`config.mk`:
```
export PLATFORM = sky130hd
export DESIGN_NAME = key_entry_buffer
export DESIGN_NICKNAME = d
export VERILOG_FILES = /design/src/rtl/keypad_pkg.sv /design/src/rtl/idle_timer.sv /design/src/rtl/key_entry_buffer.sv
export SDC_FILE = /design/constraint.sdc
export NUM_CORES = 1
export LEC_CHECK = 0
export ABC_AREA = 1
export BUFFER_PORTS_ARGS = -buffer_cell sky130_fd_sc_hd__buf_2
export CAP_MARGIN = 30
export CELL_PAD_IN_SITES_DETAIL_PLACEMENT = 0
export CELL_PAD_IN_SITES_GLOBAL_PLACEMENT = 1
export CORE_MARGIN = 10
export CORE_UTILIZATION = 43
export CTS_CLUSTER_SIZE = 8
export DETAILED_ROUTE_END_ITERATION = 8
export HOLD_SLACK_MARGIN = 0.1
export PLACE_DENSITY = 0.8
export SLEW_MARGIN = 0
export SYNTH_ARGS = -nofsm -noshare
export SYNTH_HDL_FRONTEND = slang
export SYNTH_SLANG_ARGS = --single-unit
```
`constraint.sdc`:
```
create_clock -name clk -period 2 [get_ports clk]
set_input_delay 0.1 -clock clk [delete_from_list [all_inputs] [get_ports clk]]
set_output_delay 0.1 -clock clk [all_outputs]
set_load 0.01 [all_outputs]
```
`src/rtl/keypad_pkg.sv`:
```
// rtl/keypad_pkg.sv - shared key codes, state encodings and helpers for keypad UI stages
package keypad_pkg;

    localparam logic [3:0] KEY_BACK  = 4'hA;
    localparam logic [3:0] KEY_ENTER = 4'hB;
    localparam logic [3:0] KEY_CLEAR = 4'hC;
    localparam logic [3:0] DIGIT_MAX = 4'd9;

    // One-hot, matching the scanner FSM encoding style.
    typedef enum logic [2:0] {
        S_EMPTY = 3'b001,
        S_ENTRY = 3'b010,
        S_HOLD  = 3'b100
    } state_t;

    function automatic logic is_digit(input logic [3:0] code);
        return code <= DIGIT_MAX;
    endfunction

endpackage

```
`src/rtl/idle_timer.sv`:
```
// rtl/idle_timer.sv - enabled inactivity counter with synchronous restart and expiry strobe
module idle_timer #(
    parameter int LIMIT = 99,
    parameter int W     = $clog2(LIMIT + 1)
) (
    input  logic clk,
    input  logic rst_n,
    input  logic en,
    input  logic restart,
    output logic expire
);

    logic [W-1:0] count;

    // Strobe on the cycle whose closing edge brings the count to LIMIT.
    assign expire = en && !restart && (count == W'(LIMIT - 1));

    // Count while enabled; any restart, disable or expiry returns to zero.
    always_ff @(posedge clk or negedge rst_n) begin
        if (!rst_n) begin
            count <= '0;
        end else if (!en || restart || expire) begin
            count <= '0;
        end else begin
            count <= count + W'(1);
        end
    end

endmodule

```
`src/rtl/key_entry_buffer.sv`:
```
// rtl/key_entry_buffer.sv - assembles keypad digits into a decimal entry with valid/ready output
module key_entry_buffer
    import keypad_pkg::*;
#(
    parameter int DIGITS         = 4,
    parameter int TIMEOUT_CYCLES = 250_000_000
) (
    input  logic                clk,
    input  logic                rst_n,
    input  logic                key_flag,
    input  logic [3:0]          key_value,
    input  logic                entry_ready,
    output logic                entry_valid,
    output logic [4*DIGITS-1:0] entry_data,
    output logic [3:0]          entry_len,
    output logic [4*DIGITS-1:0] disp_data,
    output logic [3:0]          disp_len,
    output logic                overflow_err,
    output logic                timeout_pulse
);

    localparam int         DW      = 4 * DIGITS;
    localparam int         TW      = $clog2(TIMEOUT_CYCLES + 1);
    localparam logic [3:0] MAX_LEN = 4'(DIGITS);

    state_t          state;
    logic [DW-1:0]   digit_buf;
    logic [3:0]      len;
    logic            timer_en;
    logic            timer_restart;
    logic            timer_expire;
    logic            key_digit;
    logic            key_back;
    logic            key_enter;
    logic            key_clear;

    assign key_digit = key_flag && is_digit(key_value);
    assign key_back  = key_flag && (key_value == KEY_BACK);
    assign key_enter = key_flag && (key_value == KEY_ENTER);
    assign key_clear = key_flag && (key_value == KEY_CLEAR);

    // Only entry-editing keys count as activity; D/E/F leave the timer running.
    assign timer_en      = (state == S_ENTRY);
    assign timer_restart = key_digit || key_back || key_enter;

    idle_timer #(
        .LIMIT (TIMEOUT_CYCLES - 1),
        .W     (TW)
    ) u_idle_timer (
        .clk     (clk),
        .rst_n   (rst_n),
        .en      (timer_en),
        .restart (timer_restart),
        .expire  (timer_expire)
    );

    assign disp_data = digit_buf;
    assign disp_len  = len;

    // Entry FSM: key handling, hold/handshake and inactivity clear, all registered.
    always_ff @(posedge clk or negedge rst_n) begin
        if (!rst_n) begin
            state         <= S_EMPTY;
            digit_buf     <= '0;
            len           <= '0;
            entry_valid   <= 1'b0;
            entry_data    <= '0;
            entry_len     <= '0;
            overflow_err  <= 1'b0;
            timeout_pulse <= 1'b0;
        end else begin
            overflow_err  <= 1'b0;
            timeout_pulse <= 1'b0;
            case (state)
                S_EMPTY, S_ENTRY: begin
                    if (key_digit) begin
                        if (len < MAX_LEN) begin
                            digit_buf <= (digit_buf << 4) | DW'(key_value);
                            len       <= len + 4'd1;
                            state     <= S_ENTRY;
                        end else begin
                            overflow_err <= 1'b1;
                        end
                    end else if (key_back) begin
                        if (len != 4'd0) begin
                            digit_buf <= digit_buf >> 4;
                            len       <= len - 4'd1;
                            if (len == 4'd1) begin
                                state <= S_EMPTY;
                            end
                        end
                    end else if (key_enter) begin
                        if (len != 4'd0) begin
                            entry_data  <= digit_buf;
                            entry_len   <= len;
                            entry_valid <= 1'b1;
                            state       <= S_HOLD;
                        end
                    end else if (key_clear) begin
                        digit_buf <= '0;
                        len       <= '0;
                        state     <= S_EMPTY;
                    end else if (timer_expire) begin
                        digit_buf     <= '0;
                        len           <= '0;
                        state         <= S_EMPTY;
                        timeout_pulse <= 1'b1;
                    end
                end
                S_HOLD: begin
                    // A transfer swallows any key arriving with it, clear included.
                    if ((entry_valid && entry_ready) || key_clear) begin
                        entry_valid <= 1'b0;
                        digit_buf   <= '0;
                        len         <= '0;
                        state       <= S_EMPTY;
                    end
                end
                default: begin
                    entry_valid <= 1'b0;
                    digit_buf   <= '0;
                    len         <= '0;
                    state       <= S_EMPTY;
                end
            endcase
        end
    end

endmodule

```
After elaboration in Yosys (flattened, before gate mapping)
Index checks and enable logic that the tools add are counted.
{"block": "totals", "output_inout_bits": 43, "elab_cells": 102, "register_bits": 74}
{"block": "classes", "n_mux": 45, "n_reduce_logical": 20, "n_addsub": 3, "bitwise_logic": 3, "eq_ne": 20, "n_lt_le_gt_ge": 2}
{"cell": "$mux W16", "count": 8}
{"cell": "$mux W4", "count": 8}
{"cell": "$pmux W16 S2", "count": 1}
{"cell": "$mux W3", "count": 10}
{"cell": "$add A28 B1 Y28 const B", "count": 1}
{"cell": "$eq A28 B28 Y1 const B", "count": 1}
{"cell": "$mux W28", "count": 1}
{"cell": "$ne A4 B4 Y1 const B", "count": 4}
{"cell": "$or A16 B4 Y16", "count": 1}
{"cell": "$reduce_and A5 Y1", "count": 3}
{"cell": "$mux W1", "count": 14}
{"cell": "$eq A4 B4 Y1 const B", "count": 3}
{"cell": "$ne A2 B2 Y1 const B", "count": 5}
{"cell": "$pmux W4 S2", "count": 1}
{"cell": "$logic_and A1 B1 Y1", "count": 7}
{"cell": "$ne A6 B5 Y1 const B", "count": 1}
{"cell": "$pmux W3 S2", "count": 1}
{"cell": "$reduce_and A6 Y1", "count": 1}
{"cell": "$logic_or A1 B1 Y1", "count": 5}
{"cell": "$ne A5 B4 Y1 const B", "count": 1}
{"cell": "$add A4 B1 Y4 const B", "count": 1}
{"cell": "$eq A4 B1 Y1 const B", "count": 1}
{"cell": "$le A4 B4 Y1 const B", "count": 1}
{"cell": "$lt A4 B3 Y1 const B", "count": 1}
{"cell": "other kinds (10)", "count": 12}

Depth between registers and ports, before layout
{"block": "logic_depth", "ltp_word": 13, "mapped_depth": 13, "depth_no_buf": 11}

Hierarchy
A second synthesis with hierarchy kept.
{"block": "hier_totals", "hier_cells": 565, "area_unflattened_um2": 4240.3}
{"module": "key_entry_buffer", "seq_area_each_um2": 1152.4, "n_inst": 1, "area_per_inst_um2": 2471.1, "cells_each": 308}
{"module": "idle_timer", "seq_area_each_um2": 700.7, "n_inst": 1, "area_per_inst_um2": 1769.2, "cells_each": 257}

Least setup slack after synthesis
Ideal clock, no wire load.
{"block": "synth_path", "path_type": "register -> register", "start": "register len[0], in the netlist disp_len[0]", "end": "register digit_buf[2], in the netlist disp_data[2]", "slack_ps": 237, "setup_ps": 123, "stages_incl_launch_ff": 13, "synth_period_minus_slack_ps": 1763, "t_arrival_ps": 1640, "path_buffers": 2, "cell_sequence": "dfrtp_1 inv_1 ha_1 nand3_1 nor2_1 nand2_1 nand3_2 inv_1 nand2_2 buf_6 buf_6 nand2_1 o21ai_2"}
{"block": "synth_between", "elab_chain_len": 3, "elab_cells_between_ends": 5, "classes_between": "order compare: 1; eq/ne: 2; reduce/logical: 2"}
{"item": "start, declared", "line_no": "key_entry_buffer.sv:28", "rtl": "logic [3:0] len;"}
{"item": "start signal, assigned", "line_no": "key_entry_buffer.sv:79", "rtl": "len <= len + 4'd1;"}
{"item": "start signal, assigned", "line_no": "key_entry_buffer.sv:87", "rtl": "len <= len - 4'd1;"}
{"item": "$lt A4 B3 Y1 or $reduce_bool A4 Y1 (tied branches)", "line_no": "key_entry_buffer.sv:77, key_entry_buffer.sv:85"}
{"item": "$ne A3 B3 Y1 (no source line) or $ne A4 B4 Y1 (tied branches)"}
{"item": "$reduce_and A5 Y1 (no source line) *"}
{"item": "end signal, assigned", "line_no": "key_entry_buffer.sv:78", "rtl": "digit_buf <= (digit_buf << 4) | DW'(key_value);"}
{"item": "end signal, assigned", "line_no": "key_entry_buffer.sv:86", "rtl": "digit_buf <= digit_buf >> 4;"}
{"item": "end, declared", "line_no": "key_entry_buffer.sv:27", "rtl": "logic [DW-1:0] digit_buf;"}
Mark *: on every way between the ends. The rest lies on a longest branch, timed or not.
A chain may end at the register's enable or synchronous reset.

Worst setup path in the final report
{"block": "layout_path", "start": "register len[1], in the netlist disp_len[1]", "end": "register digit_buf[8], in the netlist disp_data[8]"}
Same word-level chain as after synthesis.

==> Implementation_results.wiki <==
{| class="wikitable"
! Metric !! Value
|-
| Result of the run || complete, no violations
|-
| Max clock buf depth || 2
|-
| Static leakage || 2.17 nW
|-
| Number of top-level design ports || 51
|-
| Cell total after placement || 614
|-
| Maximum achievable frequency || 539 MHz
|-
| Async set-or-reset flop fraction in the synthesized netlist || 100%
|-
| Finished Layout Cells || 631
|-
| Number of fill cells in the layout || 860
|-
| Worst IR drop on VDD || 445 uV
|-
| Fraction of synthesized area in multiplexers || 5.13%
|-
| First-iteration detailed-routing DRC count || 137
|-
| Xor-xnor portion of the synthesized cell area || 5.20%
|-
| Growth of design area from synthesis to finish || 16.3%
|-
| Starting density of the core || 44.2%
|-
| Met2 Resource Use GR || 24.6%
|-
| Utilization of the core after routing || 51.4%
|-
| Net count after synthesis || 467
|-
| Area enclosed by the die boundary || 13,200 um2
|-
| Clock root buffer || clkbuf_8
|-
| Global Route met3 Usage || 4.22%
|-
| Final number of setup-violating endpoints || 0
|-
| Worst Path Arrival || 2.08 ns
|-
| Number of distinct standard cells referenced by the synthesized netlist || 34
|-
| Final total power || 0.00369 W
|-
| Post-Synthesis Cell Area || 3870 um2
|-
| Clock skew || 0.0130 ns
|-
| Synth Area per Inst || 8.54 um2
|-
| Number of sinks handled by clock tree synthesis || 74
|-
| Hold WS || 0.119 ns
|-
| GRT Total Usage || 14.8%
|-
| Fraction of the mapped netlist area in adder cells || 1.61%
|-
| Pin count of the biggest net entering global routing || 39
|-
| Gpl congestion || 0.891
|-
| Die span in y || 115 um
|-
| Minimum clock period || 1.86 ns
|-
| H-tree level count || 3
|-
| Clock edge transition at the registers on the reported setup and hold paths || 0.09 ns
|-
| Share of synthesized cell area in and, or, nand and nor gates || 26.9%
|-
| Kind of end point of the critical path || flip-flop
|-
| Vias in the first global route || 3,299
|-
| Via count normalized by instance count || 5.13
|-
| Horizontal die dimension || 115 um
|-
| Busiest grt layer || met2
|-
| Number of enable-type register cells in the synthesized netlist || 0
|-
| DRT antenna net count || 0
|-
| Number of buffers inserted to repair setup after CTS || 0
|-
| Critical path start-end classification || flip-flop to flip-flop
|-
| Drc violations || 0
|-
| Final hold violations || 0
|-
| Max Cap Violations || 0
|-
| Synthesis warning total || 0
|-
| Insertion delay to the later sink of the worst-skew pair || 0.35 ns
|-
| Routed wire length per instance || 14.9 um
|-
| Routed vias || 3,239
|-
| Clock tree from TritonCTS || yes
|-
| Final-stage net count || 532
|-
| Max-slew violation count || 0
|-
| Cell count after synthesis || 454
|-
| Setup TNS || 0 ns
|-
| Power per cell area || 818 nW/um2
|-
| Worst hold-check path type || input port to flip-flop
|-
| Required time of the critical path || 2.23 ns
|-
| Top flip-flop cell by instance count after synthesis || dfrtp_1
|-
| Number of search-and-repair iterations in the first detailed-routing pass || 4
|-
| Count of antenna diodes in the layout || 0
|-
| Area inside the core boundary || 8760 um2
|-
| Worst Path Max Fanout || 33
|-
| Transition time at the pin with the least slew margin || 0.490 ns
|-
| Global-route wire length before repair || 15,900 um
|-
| Complex-gate fraction of the synthesized area || 7.01%
|-
| Fraction of the yosys area taken by sequential cells || 47.8%
|-
| Quantity of I/O buffers inserted on ports || 50
|-
| Final worst-path cycle share || 92.8%
|-
| Total congestion overflow || 0
|-
| Total detailed-routing wirelength || 9410 um
|-
| Fraction of final layout cells sized beyond drive strength 1 || 22.2%
|-
| Global-route met1 utilization || 18.4%
|-
| Main combinational cell family by area after synthesis || simple AND/OR/NAND/NOR gates
|-
| Type of origin of the critical path || flip-flop
|-
| CTS Buf Count || 9
|-
| Worst slew margin || 67.3%
|-
| Cell row count || 34
|-
| Detailed placer's ending HPWL || 7030 um
|-
| Initial antenna violation count || 0
|-
| Number of flip-flops and latches in the synthesized netlist || 74
|}
## power by group
| part | internal, W | leakage [nW] | switching (W) |
|---|---|---|---|
| clock network | 0.000445 | 0.0773 | 0.000590 |
| registers | 0.00160 | 1.03 | 0.0000828 |
| logic | 0.000344 | 1.07 | 0.000629 |
## sequential cells by signal (all words and copies together) (netlist names)
name / cells
disp_data: 16
disp_len: 4
entry_data: 16
entry_len: 4
entry_valid: 1
overflow_err: 1
state: 3
timeout_pulse: 1
u_idle_timer.count: 28
## repair_timing
| item | 4_1_cts | 5_1_grt |
|---|---|---|
| endpoints found under the setup margin | 0 | 17 |
| endpoints found under the hold margin | 37 | 0 |
| hold buffers | 2 | 0 |
| resized for setup | 0 | 3 |
## worst paths after layout
path	slack, ns	from	to	cells after the start
setup reg to reg	0.14	disp_len[1]$_DFFE_PN0P_	disp_data[8]$_DFFE_PN0P_	10
setup / recovery	0.14	disp_len[1]$_DFFE_PN0P_	disp_data[8]$_DFFE_PN0P_	10
hold / removal	0.12	key_value[2]	disp_data[2]$_DFFE_PN0P_	3
hold reg to reg	0.46	u_idle_timer.count[0]$_DFF_PN0_	u_idle_timer.count[0]$_DFF_PN0_	1
max in group asynchronous	1.17	rst_n	disp_len[1]$_DFFE_PN0P_	3
min in group asynchronous	0.26	rst_n	entry_data[13]$_DFFE_PN0P_	2
## critical path, cell delays in order (launching register included)
cell     delay [ns]
dfrtp_2        0.44
inv_1          0.12
ha_1           0.21
nand3_2        0.14
nor2_2         0.14
nand2_1        0.07
nand3_2        0.08
inv_1          0.07
nand2_2        0.16
buf_12         0.20
o21ai_0        0.10
## kinds of logic (layout without fill, tap and decap cells)
group | Yosys count | count (layout)
and+or+nand+nor | 235 | 235
DFF | 74 | 74
buffers and inverters | 57 | 126
AOI/OAI and AO/OA | 45 | 45
xor gates and xnor gates | 23 | 23
muxes | 15 | 15
adders and majority gates | 5 | 5
## layer usage
layer / vias up / wire length, um
met3: 13 / 382
met5: - / 0
met1: 1570 / 4350
met4: 0 / 115
met2: 68 / 4560
li1: 1588 / -
## cell usage in the layout (no fill, tap or decap), types with 2 or more instances in the layout
cell type and instances:
o21ai_0 17, mux2_2 7, nand2_2 6, nand3b_1 2, clkbuf_8 9, mux2_4 8
clkinvlp_4 3, buf_4 11, nand4_1 6, xnor2_1 8, xor2_1 15, nor2_1 62
a22oi_1 11, nor3_1 21, dfrtp_1 72, inv_1 44, nand2_1 108, clkinv_4 2
ha_1 5, o21ai_2 3, nand3_4 2, a21oi_1 3, nor2_2 3, nand3_2 3
o21ai_1 8, nand3_1 20, buf_12 2, dlygate4sd3_1 2, buf_2 49, inv_2 2
## cell type report
class	instances	area [um2]	area share, %
Sequential cell	74	1850	41.1
Clock buffer	9	124	2.75
Multi-Input combinational cell	323	1780	39.6
Timing Repair Buffer	64	388	8.60
Tap cell	108	135	3.00
Inverter	47	179	3.97
Clock inverter	6	45.0	0.999
## metrics by stage
step           setup slack [ns]  cell area [um2]
2_1_floorplan             0.237             3870
3_3_place_gp              0.126             4310
3_5_place_dp             0.0924             4310
4_1_cts                  0.0753             4500
5_1_grt                -0.00992             4510
6_report                  0.143             4510
## cell usage after synthesis (3+ instances only)
cell / n / area share, %
nand3_1: 21 / 2.7
nor3_1: 21 / 2.7
o21ai_1: 8 / 1.0
nand2_1: 108 / 10
o21ai_2: 3 / 0.68
buf_6: 3 / 0.87
mux2_4: 8 / 3.1
nor2_1: 63 / 6.1
xor2_1: 15 / 3.4
dfrtp_1: 73 / 47
a22oi_1: 11 / 2.1
buf_2: 5 / 0.65
a21oi_1: 3 / 0.39
inv_1: 44 / 4.3
xnor2_1: 8 / 1.8
mux2_2: 7 / 2.0
o21ai_0: 17 / 2.2
nand2_2: 6 / 0.97
ha_1: 5 / 1.6
nand4_1: 6 / 0.97
Note: power is estimated with default switching activity, not from simulation.
